--- src/rtl/pht_scheduler.sv ---
// Pattern-history table of 2-bit saturating counters shared by fetch lookups and
// execute-side resolutions; resolutions queue in a FIFO and drain in idle slots.
module pht_scheduler #(
  parameter int IDX_W  = 4,
  parameter int QDEPTH = 4
) (
  input  logic             clk,
  input  logic             rst,
  input  logic             request,
  input  logic [IDX_W-1:0] req_idx,
  output logic             req_ready,
  output logic             prediction,
  output logic             pred_valid,
  input  logic             result,
  input  logic [IDX_W-1:0] res_idx,
  input  logic             taken,
  output logic             res_ready,
  output logic             init_done
);

  localparam int ENTRIES = 1 << IDX_W;
  localparam int PTR_W   = $clog2(QDEPTH);
  localparam int CNT_W   = PTR_W + 1;

  typedef enum logic [1:0] {INIT, RUN, DRAIN} state_t;

  state_t           state, state_next;
  logic [1:0]       counters [ENTRIES];
  logic [IDX_W-1:0] init_ptr;

  logic [IDX_W-1:0] fifo_idx   [QDEPTH];
  logic             fifo_taken [QDEPTH];
  logic [PTR_W-1:0] wr_ptr, rd_ptr;
  logic [CNT_W-1:0] count, count_next;

  logic             accept, push, pop;
  logic [IDX_W-1:0] head_idx;
  logic             head_taken;
  logic [1:0]       head_cnt, head_new;

  always_ff @(posedge clk) begin
    if (rst) state <= INIT;
    else     state <= state_next;
  end

  // DRAIN decisions look at the post-edge occupancy so the port is stolen only
  // while the FIFO is actually full and returned as soon as it is half empty.
  always_comb begin
    state_next = state;
    case (state)
      INIT:    if (init_ptr == IDX_W'(ENTRIES - 1)) state_next = RUN;
      RUN:     if (count_next == CNT_W'(QDEPTH)) state_next = DRAIN;
      DRAIN:   if (count_next <= CNT_W'(QDEPTH / 2)) state_next = RUN;
      default: state_next = INIT;
    endcase
  end

  always_comb begin
    req_ready = (state == RUN);
    init_done = (state != INIT);
    res_ready = (state != INIT) && (count < CNT_W'(QDEPTH));
    accept    = request && (state == RUN);
    pop       = (count != '0) && (((state == RUN) && !request) || (state == DRAIN));
  end

  always_comb begin
    push       = result && res_ready;
    count_next = count;
    case ({push, pop})
      2'b10:   count_next = count + CNT_W'(1);
      2'b01:   count_next = count - CNT_W'(1);
      default: count_next = count;
    endcase
  end

  always_comb begin
    head_idx   = fifo_idx[rd_ptr];
    head_taken = fifo_taken[rd_ptr];
    head_cnt   = counters[head_idx];
    head_new   = head_cnt;
    if (head_taken) begin
      if (head_cnt != 2'b11) head_new = head_cnt + 2'd1;
    end else begin
      if (head_cnt != 2'b00) head_new = head_cnt - 2'd1;
    end
  end

  // Table contents are deliberately not reset; INIT rewrites every entry.
  always_ff @(posedge clk) begin
    if (!rst) begin
      if (state == INIT) counters[init_ptr] <= 2'b01;
      else if (pop)      counters[head_idx] <= head_new;
    end
  end

  always_ff @(posedge clk) begin
    if (push) begin
      fifo_idx[wr_ptr]   <= res_idx;
      fifo_taken[wr_ptr] <= taken;
    end
  end

  always_ff @(posedge clk) begin
    if (rst) begin
      init_ptr   <= '0;
      wr_ptr     <= '0;
      rd_ptr     <= '0;
      count      <= '0;
      pred_valid <= 1'b0;
      prediction <= 1'b0;
    end else begin
      if (state == INIT) init_ptr <= init_ptr + IDX_W'(1);
      if (push)          wr_ptr   <= wr_ptr + PTR_W'(1);
      if (pop)           rd_ptr   <= rd_ptr + PTR_W'(1);
      count      <= count_next;
      pred_valid <= accept;
      prediction <= accept ? counters[req_idx][1] : 1'b0;
    end
  end

endmodule

--- config.mk ---
export PLATFORM = sky130hd
export DESIGN_NAME = pht_scheduler
export DESIGN_NICKNAME = d
export VERILOG_FILES = /design/src/rtl/pht_scheduler.sv
export SDC_FILE = /design/constraint.sdc
export NUM_CORES = 1
export LEC_CHECK = 0
export CORE_MARGIN = 2
export CORE_UTILIZATION = 51
export CTS_CLUSTER_SIZE = 40
export DETAILED_ROUTE_END_ITERATION = 10
export HOLD_SLACK_MARGIN = 0.06
export PLACE_DENSITY = 0.78
export SYNTH_ARGS = -nofsm -noshare
export SYNTH_HDL_FRONTEND = slang
export SYNTH_SLANG_ARGS = --single-unit
--- constraint.sdc ---
create_clock -name clk -period 2.45 [get_ports clk]
set_clock_uncertainty 0.05 [all_clocks]
set_input_delay 0.245 -clock clk [delete_from_list [all_inputs] [get_ports clk]]
set_output_delay 0.245 -clock clk [all_outputs]
set_load 0.1 [all_outputs]
; ---- After elaboration in Yosys (flattened, before gate mapping)
; Memory sizes are Yosys's and may differ from the RTL's. A register that Yosys moved wholly into a read port is not among the register bits.
; Index checks and enable logic that the tools add are counted.
[word_totals]
regBits = 14
ram_bits = 52
mem_count = 3
[mem_list]
columns = memory, depth, width, read_ports, rd_ports_with_merged_regs, wr, line_no
row1 = counters, 16, 2, 2, 1, 1, 28  ; logic [1:0] counters [ENTRIES];
row2 = fifo_idx, 4, 4, 1, 1, 1, 31  ; logic [IDX_W-1:0] fifo_idx [QDEPTH];
row3 = fifo_taken, 4, 1, 1, 1, 1, 32  ; logic fifo_taken [QDEPTH];
[classes]
n_addsub = 7
magnitude_cmp = 2
eq_ne = 10
n_mux = 24
n_bitwise = 1
n_reduce_logical = 14
[op_table]
columns = cell, n
row1 = $mux 2, 11
row2 = $mux 1, 10
row3 = $add 2x1->2 const B, 3
row4 = $ne 2x2->1 const B, 3
row5 = $pmux 2 s3, 1
row6 = $pmux 3 s2, 1
row7 = $logic_and 1x1->1, 5
row8 = $add 4x1->4 const B, 1
row9 = $eq 2x1->1 const B, 2
row10 = $eq 2x2->1 const B, 2
row11 = $eq 4x4->1 const B, 1
row12 = $mux 4, 1
row13 = $reduce_bool 2->1, 2
row14 = $reduce_or 2->1, 2
row15 = $add 3x1->3 const B, 1
row16 = $eq 3x3->1 const B, 1
row17 = $le 3x2->1 const B, 1
row18 = $lt 3x3->1 const B, 1
row19 = $reduce_and 3->1, 1
row20 = $reduce_bool 3->1, 1
row21 = $sub 3x1->3 const B, 1
row22 = $logic_not 2->1, 1
row23 = $ne 2x1->1 const B, 1
row24 = $sub 2x1->2 const B, 1
row25 = 3 further kinds, 3

; ---- Depth between registers and ports, before layout
[logic_depth]
ltp_word = 10
ltp_mapped = 13
depth_no_buf = 13

; ---- Least setup slack after synthesis
; Ideal clock, no wire load.
[synth_path]
kind = register to register
from = register state[1]
to = register state[0]
arrival_ps = 3605
t_required_ps = 2304
setup_slack_ps = -1301
stages_incl_launch_ff = 12
synth_period_minus_slack_ps = 3751
cell_sequence = dfxtp_1 > nor2_1 > nor2_1 > and2_1 > inv_1 > ha_1 > inv_1 > fa_1 > nor2b_1 > a21oi_1 > o21ai_0 > a221oi_1
[synth_lines]
columns = element, line_no
row1 = from (decl), 27  ; state_t state, state_next;
row2 = from (signal assigned), 43  ; else state <= state_next;
row3 = $reduce_bool 2->1 *, 61  ; res_ready = (state != INIT) && (count < CNT_W'(QDEPTH));
row4 = $logic_and 1x1->1 *, 61
row5 = net res_ready, 17  ; output logic res_ready,
row6 = $logic_and 1x1->1 *, 67  ; push = result && res_ready;
row7 = $eq 2x1->1 or $eq 2x2->1 (tied branches), 69  ; case ({push, pop})
row8 = $pmux 3 s2 *, 69
row9 = $le 3x2->1 or $eq 3x3->1 (tied branches), "53, 52"
row10 = $ne 2x2->1 (no line) or $ne 2x1->1 (tied branches), n/a
row11 = $reduce_and 3->1 (no line) *, n/a
; Mark *: on every way through the listed nets, which the timed path passes. The rest lies on a longest branch.
; A chain may end at the register's enable or synchronous reset.

==> metrics.md <==
| Metric | Value |
|---|---|
| Area of the mapped netlist | 3180 um^2 |
| Synth area leader | edfxtp_1 |
| Slew @ Worst Pin | 322 ps |
| Avg WL per Cell | 19.2 um |
| Fin crit share | 111% |
| CTS Hold Bufs | 0 |
| Pre-CTS setup slack | -347 ps |
| Port Buf Inserts | 17 |
| Synth Register Bits | 69 |
| Filler instances | 415 |
| Vias in the first global route | 2,088 |
| Post-route cell area | 4130 um^2 |
| Slew Limit Fails | 0 |
| Leak | 1.48 nW |
| Hold Vio Cnt, Final | 0 |
| Hold Startpoint | wr_ptr[1]$_SDFFE_PP0P_ |
| Synth area leaders | edfxtp_1 (49%), dfxtp_1 (11%), mux2i_1 (6.0%) |
| RSZ-0062 raised after global routing | true |
| CTS Buf Count | 9 |
| Worst Setup Path Type | reg -> reg |
| Pre-antenna DRT Iters | 4 |
| Total vias in the final route | 2,129 |
| Synthesis warning total | 0 |
| CP required | 2470 ps |
| Sequential cell area fraction in the yosys report | 59.8% |
| Area of the multi-input gates | 1490 um^2 |
| First-pass GRT wire length | 10,800 um |
| Hold slack | 461 ps |
| Syn Nets | 254 |
| Fmax | 0.369 GHz |
| Antenna violations before repair | 0 |
| Post-synth top cells | edfxtp_1 (52), nor2_1 (34), mux2i_1 (19) |
| Post-route ant nets | 0 |
| Skew-Pair Late Insertion Delay | 340 ps |
| Most common cell in the netlist | edfxtp_1 |
| Synth cell types | 45 |
| Post-Syn Area per Cell | 13.6 um^2 |
| VDD IR max | 0.342 mV |
| DRC violations left | 0 |
| GRT Total Usage | 20.5% |
| Share of the synthesized area in the top cell type | 49.1% |
| Vias per cell | 5.83 |
| Syn Inst Count | 234 |
| Die W | 83.0 um |
| Setup ws final | -258 ps |
| Nets | 305 |
| Setup violators final | 33 |
| Violated checks | negative setup slack |
| Max-cap viol count | 0 |
| Initial Util | 53.4% |
| Die area | 6880 um^2 |
| Total grt overflow | 0 |
| Register Area | 1910 um^2 |
| Detailed Place HPWL | 4560 um |
| Ys async rst share | 0% |
| Area grow syn2layout | 29.9% |
| Outcome | finished with violations |
| # rows | 28 |
| Layout cell share with drive strength beyond 1 | 41.7% |
| Starting DRT DRC Count | 275 |
| CTS tree | yes |
| CP Launch Type | flop |
| Top_reg_cell synth | edfxtp_1 |
| Core box area | 5960 um^2 |
| Crit-path max FO | 8 |
| Root Buffer | clkbuf_8 |
| Die height | 83.0 um |
| Clk buf depth | 2 |
| RD Place Congestion | 0.894 |
| Final Critical Period | 2710 ps |
| Inserted Diodes | 0 |
| HP Class | reg -> reg |
| I/O Pins | 18 |
| Detailed Route WL | 7010 um |
| Arr. time, crit path | 2720 ps |
| Largest net degree at the start of global routing | 17 |
| Slew HR | 78.5% |
| H-tree levels | 3 |
| CP Capture Type | flop |
| EDFF count, synth | 52 |
| Placed Area | 3570 um^2 |
| Power Density | 541 nW/um^2 |
| Worst-path clk slew | 70 ps |
| Clock sinks | 69 |
cells in the final DEF (no fill, tap or decap), drive strengths merged, types with 2 or more instances in the layout:
master / count
edfxtp: 52
nor2: 34
buf: 33
mux2i: 19
dfxtp: 17
nand2: 16
clkdlybuf4s50: 12
clkbuf: 11
mux4: 10
o22ai: 9
inv: 8
ha: 6
xor2: 5
clkinv: 5
and3: 4
xnor2: 4
nor2b: 4
a21oi: 4
mux2: 3
nand2b: 3
a22oi: 3
o21a: 2
o22a: 2
nor3b: 2
or2: 2
o21ai: 2
and2: 2
state kept, by name, summed over array words and instances, names as in the netlist, named ones only:
register / flops
counters: 32
fifo_idx: 16
fifo_taken: 4
init_ptr: 4
count: 3
rd_ptr: 2
state: 2
wr_ptr: 2
pred_valid: 1
prediction: 1
layout make-up:
| type | instances | area share [%] |
|---|---|---|
| multi-input cells | 151 | 36.1 |
| clock buffers | 10 | 3.09 |
| well taps | 75 | 2.27 |
| repair buffers | 46 | 10.3 |
| flip-flops and latches | 69 | 46.2 |
| inverters | 8 | 0.727 |
| clock inverters | 6 | 1.30 |
per-layer routing:
metal  track usage (%)  wire, um  part of all wire, %  vias to the layer above
li1                  -         -                    -                      981
met1              26.6      2960                   42                     1038
met2              32.5      3380                   48                       84
met3              4.97       418                  6.0                       26
met4              9.84       250                  3.6                        0
met5                 0         0                    0                        -
final timing paths:
path / slack [ps] / endpoint / depth (start not counted)
max: -260 / counters[1][1]$_DFFE_PP_ / 9
min: 460 / wr_ptr[1]$_SDFFE_PP0P_ / 2
max reg2reg: -260 / counters[1][1]$_DFFE_PP_ / 9
min reg2reg: 460 / wr_ptr[1]$_SDFFE_PP0P_ / 2
logic make-up (layout without fill, tap and decap cells):
family / Yosys count / after routing / share of synthesized area (%)
compound gates: 30 / 31 / 6.73
buf+inv: 15 / 70 / 2.79
simple gates: 72 / 72 / 10.7
xor+xnor: 9 / 9 / 2.48
flops: 69 / 69 / 59.8
mux: 32 / 32 / 14.5
fa+ha+maj: 7 / 7 / 2.99
stage by stage:
| step | power, mW | TNS (ps) | cells | util, % |
|---|---|---|---|---|
| final | 2.24 | -5730 | 365 | 69.3 |
| after global routing | 2.30 | -7270 | 365 | 69.3 |
| after CTS | 2.22 | -3520 | 362 | 65.3 |
| after detailed placement | 1.37 | -16280 | 337 | 60.0 |
| after global placement | 1.36 | -11390 | 337 | 60.0 |
| after floorplan | 1.33 | -431 | 234 | - |
critical path, cell delays in order (launching register included):
cell and delay [ps]:
dfxtp_4 360, mux4_2 570, buf_12 190, buf_6 120, mux2i_1 190, o22ai_1 130
o21a_2 260, nor4_4 270, buf_4 180, o22ai_4 100
repair_timing:
action                     CTS  global route
gates cloned                 1             1
pin swaps                    5             9
setup endpoints to repair   33            58
hold endpoints to repair     0             0
gates resized for setup     13            53
setup buffers                8             2
power breakdown:
| group | leakage, nW | internal, mW | switching, mW |
|---|---|---|---|
| sequential | 0.650 | 1.25 | 0.00939 |
| combinational | 0.731 | 0.0460 | 0.0502 |
| clock | 0.0972 | 0.460 | 0.417 |
Power figures use the tool's default switching activity.
